==> src/rtl/asg_pkg.sv <==
// Shared types and constants for the ASG keystream sequencer.
package asg_pkg;

  localparam int ASG_NUM_REGS = 3;
  localparam int ASG_BYTE_W   = 8;

  typedef logic [2:0] asg_state_t;

  localparam asg_state_t ST_IDLE = 3'd0;
  localparam asg_state_t ST_LOAD = 3'd1;
  localparam asg_state_t ST_WARM = 3'd2;
  localparam asg_state_t ST_RUN  = 3'd3;
  localparam asg_state_t ST_HOLD = 3'd4;

endpackage

==> src/rtl/asg_bit_packer.sv <==
// Serial-to-parallel packer: shifts bits in MSB first, flags a completed word
// and can retain it (full) until the sequencer drains it.
module asg_bit_packer #(
  parameter int BYTE_W = 8
) (
  input  logic              clk,
  input  logic              rst_n,
  input  logic              clear,
  input  logic              shift_en,
  input  logic              bit_in,
  input  logic              hold_word,
  input  logic              drain,
  output logic [BYTE_W-1:0] word,
  output logic [BYTE_W-1:0] word_next,
  output logic              done,
  output logic              full
);

  localparam int CW = (BYTE_W > 1) ? $clog2(BYTE_W) : 1;

  logic [CW-1:0] bit_cnt;

  // word_next is the completed word on the cycle the last bit arrives
  assign word_next = {word[BYTE_W-2:0], bit_in};
  assign done      = shift_en && (bit_cnt == CW'(BYTE_W - 1));

  always_ff @(posedge clk or negedge rst_n) begin
    if (!rst_n) begin
      word    <= '0;
      bit_cnt <= '0;
      full    <= 1'b0;
    end else if (clear) begin
      word    <= '0;
      bit_cnt <= '0;
      full    <= 1'b0;
    end else if (drain) begin
      word <= '0;
      full <= 1'b0;
    end else if (shift_en) begin
      bit_cnt <= done ? '0 : bit_cnt + CW'(1);
      if (done && !hold_word) begin
        word <= '0;
      end else begin
        word <= word_next;
      end
      if (done && hold_word) begin
        full <= 1'b1;
      end
    end
  end

endmodule

==> src/rtl/asg_sequencer.sv <==
// Sequences ASG register load, warm-up and keystream run, packing ASG output
// bits into words behind a valid/ready output register.
module asg_sequencer
  import asg_pkg::*;
#(
  parameter int WARMUP_W = 8,
  parameter int BYTE_W   = ASG_BYTE_W
) (
  input  logic                clk,
  input  logic                rst_n,
  input  logic                start,
  input  logic                stop,
  input  logic [WARMUP_W-1:0] warmup,
  output logic [1:0]          asg_load_sel,
  output logic                asg_load,
  output logic                asg_enable,
  input  logic                asg_bit,
  output logic [BYTE_W-1:0]   byte_data,
  output logic                byte_valid,
  input  logic                byte_ready,
  output logic                busy,
  output asg_state_t          dbg_state
);

  // Output handshake: a word transfers on a rising edge where byte_valid and
  // byte_ready are both 1; byte_data is held stable while valid and not ready.

  asg_state_t          state;
  asg_state_t          state_nxt;
  logic [WARMUP_W-1:0] warm_cnt;
  logic [1:0]          load_idx;

  logic                handshake;
  logic                out_free;
  logic                pk_shift;
  logic                pk_drain;
  logic                pk_done;
  logic                pk_full;
  logic [BYTE_W-1:0]   pk_word;
  logic [BYTE_W-1:0]   pk_word_next;
  logic                load_word;

  assign handshake = byte_valid && byte_ready;
  assign out_free  = !byte_valid || byte_ready;
  assign pk_shift  = (state == ST_RUN);
  assign pk_drain  = (state == ST_HOLD) && byte_ready;
  assign load_word = !stop && (((state == ST_RUN) && pk_done && out_free) || pk_drain);

  asg_bit_packer #(
    .BYTE_W (BYTE_W)
  ) u_packer (
    .clk       (clk),
    .rst_n     (rst_n),
    .clear     (stop),
    .shift_en  (pk_shift),
    .bit_in    (asg_bit),
    .hold_word (!out_free),
    .drain     (pk_drain),
    .word      (pk_word),
    .word_next (pk_word_next),
    .done      (pk_done),
    .full      (pk_full)
  );

  always_comb begin
    state_nxt = state;
    case (state)
      ST_IDLE: if (start) state_nxt = ST_LOAD;
      ST_LOAD: begin
        if (load_idx == 2'(ASG_NUM_REGS - 1)) begin
          state_nxt = (warm_cnt == '0) ? ST_RUN : ST_WARM;
        end
      end
      ST_WARM: if (warm_cnt == WARMUP_W'(1)) state_nxt = ST_RUN;
      ST_RUN:  if (pk_done && !out_free) state_nxt = ST_HOLD;
      ST_HOLD: if (byte_ready && pk_full) state_nxt = ST_RUN;
      default: state_nxt = ST_IDLE;
    endcase
    // abort wins over everything, including a start in IDLE
    if (stop) state_nxt = ST_IDLE;
  end

  always_ff @(posedge clk or negedge rst_n) begin
    if (!rst_n) begin
      state    <= ST_IDLE;
      warm_cnt <= '0;
      load_idx <= '0;
    end else begin
      state <= state_nxt;
      case (state)
        ST_IDLE: begin
          if (start && !stop) begin
            warm_cnt <= warmup;
            load_idx <= '0;
          end
        end
        ST_LOAD: load_idx <= (load_idx == 2'(ASG_NUM_REGS - 1)) ? 2'd0 : load_idx + 2'd1;
        ST_WARM: warm_cnt <= warm_cnt - WARMUP_W'(1);
        default: ;
      endcase
    end
  end

  // Output register: a fresh word may replace an accepted one in the same edge.
  always_ff @(posedge clk or negedge rst_n) begin
    if (!rst_n) begin
      byte_data  <= '0;
      byte_valid <= 1'b0;
    end else if (load_word) begin
      byte_data  <= (state == ST_HOLD) ? pk_word : pk_word_next;
      byte_valid <= 1'b1;
    end else if (handshake) begin
      byte_valid <= 1'b0;
    end
  end

  assign asg_load     = (state == ST_LOAD);
  assign asg_load_sel = (state == ST_LOAD) ? load_idx : 2'd0;
  assign asg_enable   = (state == ST_WARM) || (state == ST_RUN);
  assign busy         = (state != ST_IDLE);
  assign dbg_state    = state;

endmodule

==> config.mk <==
export PLATFORM = sky130hd
export DESIGN_NAME = asg_sequencer
export DESIGN_NICKNAME = d
export VERILOG_FILES = /design/src/rtl/asg_pkg.sv /design/src/rtl/asg_bit_packer.sv /design/src/rtl/asg_sequencer.sv
export SDC_FILE = /design/constraint.sdc
export NUM_CORES = 1
export LEC_CHECK = 0
export ABC_AREA = 1
export CORE_UTILIZATION = 37
export CTS_CLUSTER_SIZE = 10
export DETAILED_ROUTE_END_ITERATION = 10
export GPL_TIMING_DRIVEN = 0
export PLACE_DENSITY = 0.57
export SLEW_MARGIN = 20
export SYNTH_ARGS = -nofsm -noshare
export SYNTH_HDL_FRONTEND = slang
export SYNTH_SLANG_ARGS = --single-unit
==> constraint.sdc <==
create_clock -name clk -period 3.2 [get_ports clk]
set_clock_uncertainty 0.1 [all_clocks]
set_input_delay 0.48 -clock clk [delete_from_list [all_inputs] [get_ports clk]]
set_output_delay 0.48 -clock clk [all_outputs]
set_load 0.005 [all_outputs]
==> results.md, run 1 <==
- Status: finished clean
- Syn-to-layout area delta: 26.9%
- Post-DR vias/cell: between 4 and 5
- CTS Buffer Depth: 2
- Placed insts: between 300 and 400
- Area of the multi-input gates: slightly below 900 µm²
- Setup TNS: 0 ns
- Synth warn: 0
- CP Launch Type: flip-flop
- Tot GR Track Use: 0.177
- Sequential share of the synthesized area: 0.451
- DIE HEIGHT: around 73 µm
- First-pass GRT wire length: about 7000 µm
- Final wirelength: approximately 4200 µm
- Final setup violation count: 0
- Share of layout cells above drive strength 1: 0.0796
- # diodes: 0
- # DRC: 0
- Port Buffer Count: 30
- Crit Path Max Fanout: 7
- Initial Utilization: 0.392
- Post-CTS sizing: 0
- Routability cong.: between 0.8 and 0.9
- Row count: 25
- CP max stage cell: clkdlybuf4s50_1
- Top cells by count, synth: nand2_1, dfrtp_1, inv_1, o21ai_0, nor2_1
- R2R cell count: 6
- Remaining Overflow, GRT: 0
- CTS tree: done
- Leak pwr: roughly 1.1 nW
- DP Wirelength: about 3100 µm
- Syn avg cell area: between 7 and 8 µm²
- FMAX: 0.412 GHz
- WP buf/inv: 2
- Unrepaired setup endpoints after global routing: no
- Die ar.: around 5400 µm²
- WP depth: 5
- Fill count: 508
- Clock Latency Late Sink: around 0.29 ns
- Net Count, Synth: ~270
- Clock slew at reported path FFs: about 0.07 ns
- Post-Syn Instances: roughly 250
- Core Area: 4820 µm²
- Maximum vdd drop: 365 µV
- Final hold violation count: 0
- Clk root buf: clkbuf_8
- Cell mode on critical path: nor2_1
- Die X: roughly 73 µm
- Measured slew at the worst slew-check pin: ~0.38 ns
- Initial DRC count: 67
- WL per Instance: ~12 µm
- # Post-CTS Setup Buffers: 0
- Synth area leader: dfrtp_1
- EDFF count, synth: 0
- CP max stage delay: approximately 0.52 ns
- CTS H-tree depth: 2
- DRT Pass-1 Iters: 5
- Largest delay contributor family on the critical path: buffers and inverters
- Most frequent cell after synthesis: nand2_1
- Via count: between 1500 and 2000
- Initial antenna violation count: 0
- Main area contributors after synthesis: dfrtp_1, nand2_1, inv_1
- MaxCap Viol Count: 0
- Fin. max-slew vios: 0
- Synth top area share: 0.451
- Async set or reset register ratio after synthesis: 1.00
- Crit-path cells: buf_2 -> nor2_1 -> nand2_1 -> nor2_1 -> clkdlybuf4s50_1
- Mapped Area: between 1500 and 2000 µm²
- Unique cell type count in the Yosys netlist: 25
- Clock Sinks: 34
- Worst Path Arrival: 1.85 ns
- Largest net degree at the start of global routing: 23
- Hold Path Class: flip-flop to flip-flop
- Worst setup EP type: output port
- Final worst path period need: roughly 2.4 ns
- Fin nets: 307
- Critical path class: flip-flop to output port
- Reg area: about 850 µm²
- Synth Register Bits: 34
- Vias in the first global route: approximately 1600
- Worst EP required: roughly 2.6 ns
- PwrDens: roughly 620 nW/µm²
- DRT antenna net count: 0
- IO Count: 31
- Hold Slack: roughly 0.37 ns
- Ys flop type: dfrtp_1
- Non-filler cells, final: 356
- Num CTS Buffers: 5
- Relative slew slack: 0.747
- Final Cycle Share: 0.758
- Cells on Worst Hold Path: 2
-- layout make-up --
type	count	share of cell area
inverter	34	0.0543
buffer	3	0.00731
tap	67	0.0350
clock inverter	1	0.00209
timing repair buffer	32	0.139
clock buffer	7	0.0361
multi-input combinational	178	0.371
sequential	34	0.355
-- registers in the layout (all words and copies together) (netlist names) --
signal / count
u_packer.word: 8
byte_valid: 1
load_idx: 2
u_packer.full: 1
warm_cnt: 8
u_packer.bit_cnt: 3
dbg_state: 3
byte_data: 8
-- layout by cell type, fill, tap and decap left out, types with 5 or more instances in the layout --
cell type,Yosys,final
nand2_1,83,83
dfrtp_1,34,34
inv_1,33,33
clkdlybuf4s50_1,0,29
o21ai_0,20,20
nor2_1,18,18
nand3_1,17,17
o22ai_1,8,8
clkbuf_8,0,6
ha_1,5,5
-- tightest hold or removal path, delay by kind of cell (launching register included) --
family	cells	cell delay, ns
flops	1	0.34
simple gates	2	0.09
-- stage by stage --
| stage | setup slack [ns] | power [mW] | util | cell area (µm²) |
|---|---|---|---|---|
| after floorplan | 1.67 | 0.964 | - | 1890 |
| after global placement | 0.736 | 1.16 | 0.471 | 2270 |
| after detailed placement | 0.899 | 1.17 | 0.476 | 2290 |
| after CTS | 0.776 | 1.51 | 0.497 | 2390 |
| after global routing | 0.595 | 1.63 | 0.497 | 2390 |
| final | 0.773 | 1.50 | 0.497 | 2390 |
-- cells by family after synthesis --
group           Yosys count  share of synthesized area
compound gates           39                      0.123
fa+ha+maj                 5                     0.0332
flops                    34                      0.451
simple gates            133                      0.310
buf+inv                  37                     0.0783
xor+xnor                  1                    0.00464
-- path summary, 6_finish.rpt --
path	start	endpoint	slack, ns
min in group asynchronous	rst_n	byte_data[2]	0.52
max in group asynchronous	rst_n	byte_data[4]	2.05
worst min-delay path	byte_data[4]	byte_data[4]	0.37
worst max-delay path	dbg_state[2]	asg_load_sel[0]	0.77
worst max register to register	dbg_state[0]	byte_data[0]	1.42
worst min register to register	byte_data[4]	byte_data[4]	0.37
-- report_power, final --
| part | internal (mW) | switching (mW) | total [mW] |
|---|---|---|---|
| clock | 0.174 | 0.162 | 0.336 |
| sequential | 0.506 | 0.0590 | 0.565 |
| combinational | 0.236 | 0.360 | 0.595 |
-- per-layer routing --
metal / GRT usage / vias up / routed length (µm)
li1: - / 883 / -
met1: 0.250 / 771 / 2190
met2: 0.259 / 35 / 1780
met3: 0.0398 / 7 / 180
met4: 0.0748 / 0 / 68
met5: 0 / - / 0
-- what timing repair did --
action / CTS / global route
hold buffers: 1 / 0
setup endpoints to repair: 0 / 0
endpoints found under the hold margin: 12 / 0
Note: power is estimated with default switching activity, not from simulation.
==> inputs of run 2 (changes only) <==
Settings changed: PLACE_DENSITY 0.57 to 0.59.
Clock period 3.2 ns to 2.1 ns, I/O delays scaled along.
==> results.md, run 2 (synthesis results as in run 1) <==
- Tot GR Track Use: 0.180 (+0.00329)
- CP max stage delay: 0.50 ns (-0.02 ns)
- Routability cong.: 0.789 (-5.8%)
- Reg-to-reg setup timing slack: 0.29 ns (-1.13 ns)
- Final hold violation count: 0 (unchanged)
- Remaining Overflow, GRT: 0 (unchanged)
- Largest net degree at the start of global routing: 26 (+13%)
- CP max stage cell: clkdlybuf4s50_1
- Row count: 25 (unchanged)
- Final Cycle Share: 0.963
- Reg area: 851 µm² (unchanged)
- Maximum vdd drop: 580 µV (+59%)
- Hold Slack: 0.330 ns (-0.0380 ns)
- # diodes: 0 (unchanged)
- Final worst path period need: between 2 and 2.5 ns
- Final Util: 0.499 (+0.00182)
- Worst EP required: 1.68 ns (-0.94 ns)
- Commonest non-fill, non-tap cell in the layout: nand2_1
- Num CTS Buffers: 5 (unchanged)
- Area of the multi-input gates: 901 µm² (+1.4%)
- WP buf/inv: 3 (+1)
- CTS tree: done
- Worst setup EP type: output port
- Vias in the first global route: 1580 (-0.32%)
- Die ar.: 5390 µm² (unchanged)
- DRT antenna net count: 0 (unchanged)
- Hold Path Class: primary input to asynchronous set/reset pin
- Status: finished clean
- Die X: 73.4 µm (unchanged)
- CTS Buffer Depth: 2 (unchanged)
- DIE HEIGHT: 73.4 µm (unchanged)
- Leak pwr: 1.12 nW (+0.38%)
- Initial Utilization: 0.392 (unchanged)
- Final setup violation count: 0 (unchanged)
- Relative slew slack: 0.739 (-0.00770)
- Port Buffer Count: 30 (unchanged)
- Share of layout cells above drive strength 1: 0.0931 (+0.0135)
- MaxCap Viol Count: 0 (unchanged)
- CTS H-tree depth: 2 (unchanged)
- # DRC: 0 (unchanged)
- Fin nets: 309 (+0.65%)
- CP Launch Type: flip-flop
- Clock Latency Late Sink: 0.28 ns (about the same)
- Most frequent cells in the layout: nand2_1, dfrtp_1, inv_1, clkdlybuf4s50_1, o21ai_0
- Biggest regs: byte_data x8, u_packer.word x8, warm_cnt x8
- DP Wirelength: 3090 µm (+0.43%)
- Clk root buf: clkbuf_8
- First-pass GRT wire length: 7310 µm (+1.7%)
- IO Count: 31 (unchanged)
- FMAX: approximately 0.49 GHz
- Non-filler cells, final: 357 (+0.28%)
- Initial DRC count: 57 (-15%)
- Post-DR vias/cell: 4.76 (about the same)
- Unrepaired setup endpoints after global routing: no
- Initial antenna violation count: 0 (unchanged)
- Syn-to-layout area delta: 27.4%
- DRT Pass-1 Iters: 4 (-1)
- PwrDens: 947 nW/µm² (+52%)
- Critical path class: flip-flop to output port
- Worst Path Arrival: 1.61 ns (-0.24 ns)
- Placed insts: 347 (unchanged)
- Clock slew at reported path FFs: 0.07 ns (about the same)
- Measured slew at the worst slew-check pin: 0.387 ns (+0.0114 ns)
- Crit-path cells: buf_6 -> nor2_4 -> nand2_2 -> inv_2 -> clkdlybuf4s50_1
- Fill count: 527 (+3.7%)
- Core Area: 4820 µm² (unchanged)
- Fin. max-slew vios: 0 (unchanged)
- Crit Path Max Fanout: 7 (unchanged)
- Largest delay contributor family on the critical path: buffers and inverters
- WL per Instance: 12.2 µm (+2.6%)
- Via count: 1701 (+0.29%)
- Clock Sinks: 34 (unchanged)
- Final wirelength: 4340 µm (+2.9%)
==> run 2: path summary, 6_finish.rpt <==
check	from	endpoint	cells past startpoint
setup reg to reg	dbg_state[1]	byte_data[4]	6
hold reg to reg	byte_data[6]	byte_data[6]	2
min in group clk	byte_data[6]	byte_data[6]	2
setup / recovery	dbg_state[2]	asg_load	5
hold / removal	rst_n	warm_cnt[7]	2
max in group asynchronous	rst_n	u_packer.word[3]	3
==> run 2: routing by layer <==
metal,wire [µm],part of all wire,vias to the layer above,GRT usage
met3,151,0.035,4,0.0466
li1,-,-,884,-
met4,32,0.0074,0,0.0513
met1,2310,0.53,776,0.268
met5,0,0,-,0
met2,1840,0.42,37,0.256
==> run 2: metrics by stage <==
step / total power [mW] / setup slack, ns / setup TNS, ns / cell area (µm²)
finish: 2.28 / 0.0772 / 0 / 2400
global route: 2.47 / 0.00257 / 0 / 2400
CTS: 2.30 / 0.0145 / 0 / 2390
detailed placement: 1.79 / -0.0984 / -0.263 / 2290
global placement: 1.77 / -0.198 / -6.92 / 2270
floorplan: 1.47 / 0.603 / 0 / 1890
==> run 2: timing repair <==
item                                   in CTS  in global routing
hold buffers                                1                  0
setup endpoints to repair                   3                  1
endpoints found under the hold margin       9                  0
resized for setup                           7                  2
buffers inserted                            2                  0
==> run 2: area by class of cell <==
type / instances / share of cell area
timing repair buffer: 34 / 0.141
tap: 67 / 0.0349
inverter: 34 / 0.0541
clock buffer: 7 / 0.0318
multi-input combinational: 178 / 0.375
buffer: 3 / 0.00989
sequential: 34 / 0.354
==> run 2: report_power, final <==
group / total, mW / switching [mW] / internal [mW]
Clock: 0.461 / 0.233 / 0.228
Combinational: 0.947 / 0.568 / 0.379
Sequential: 0.868 / 0.0972 / 0.771
Total: 2.28 / 0.898 / 1.38
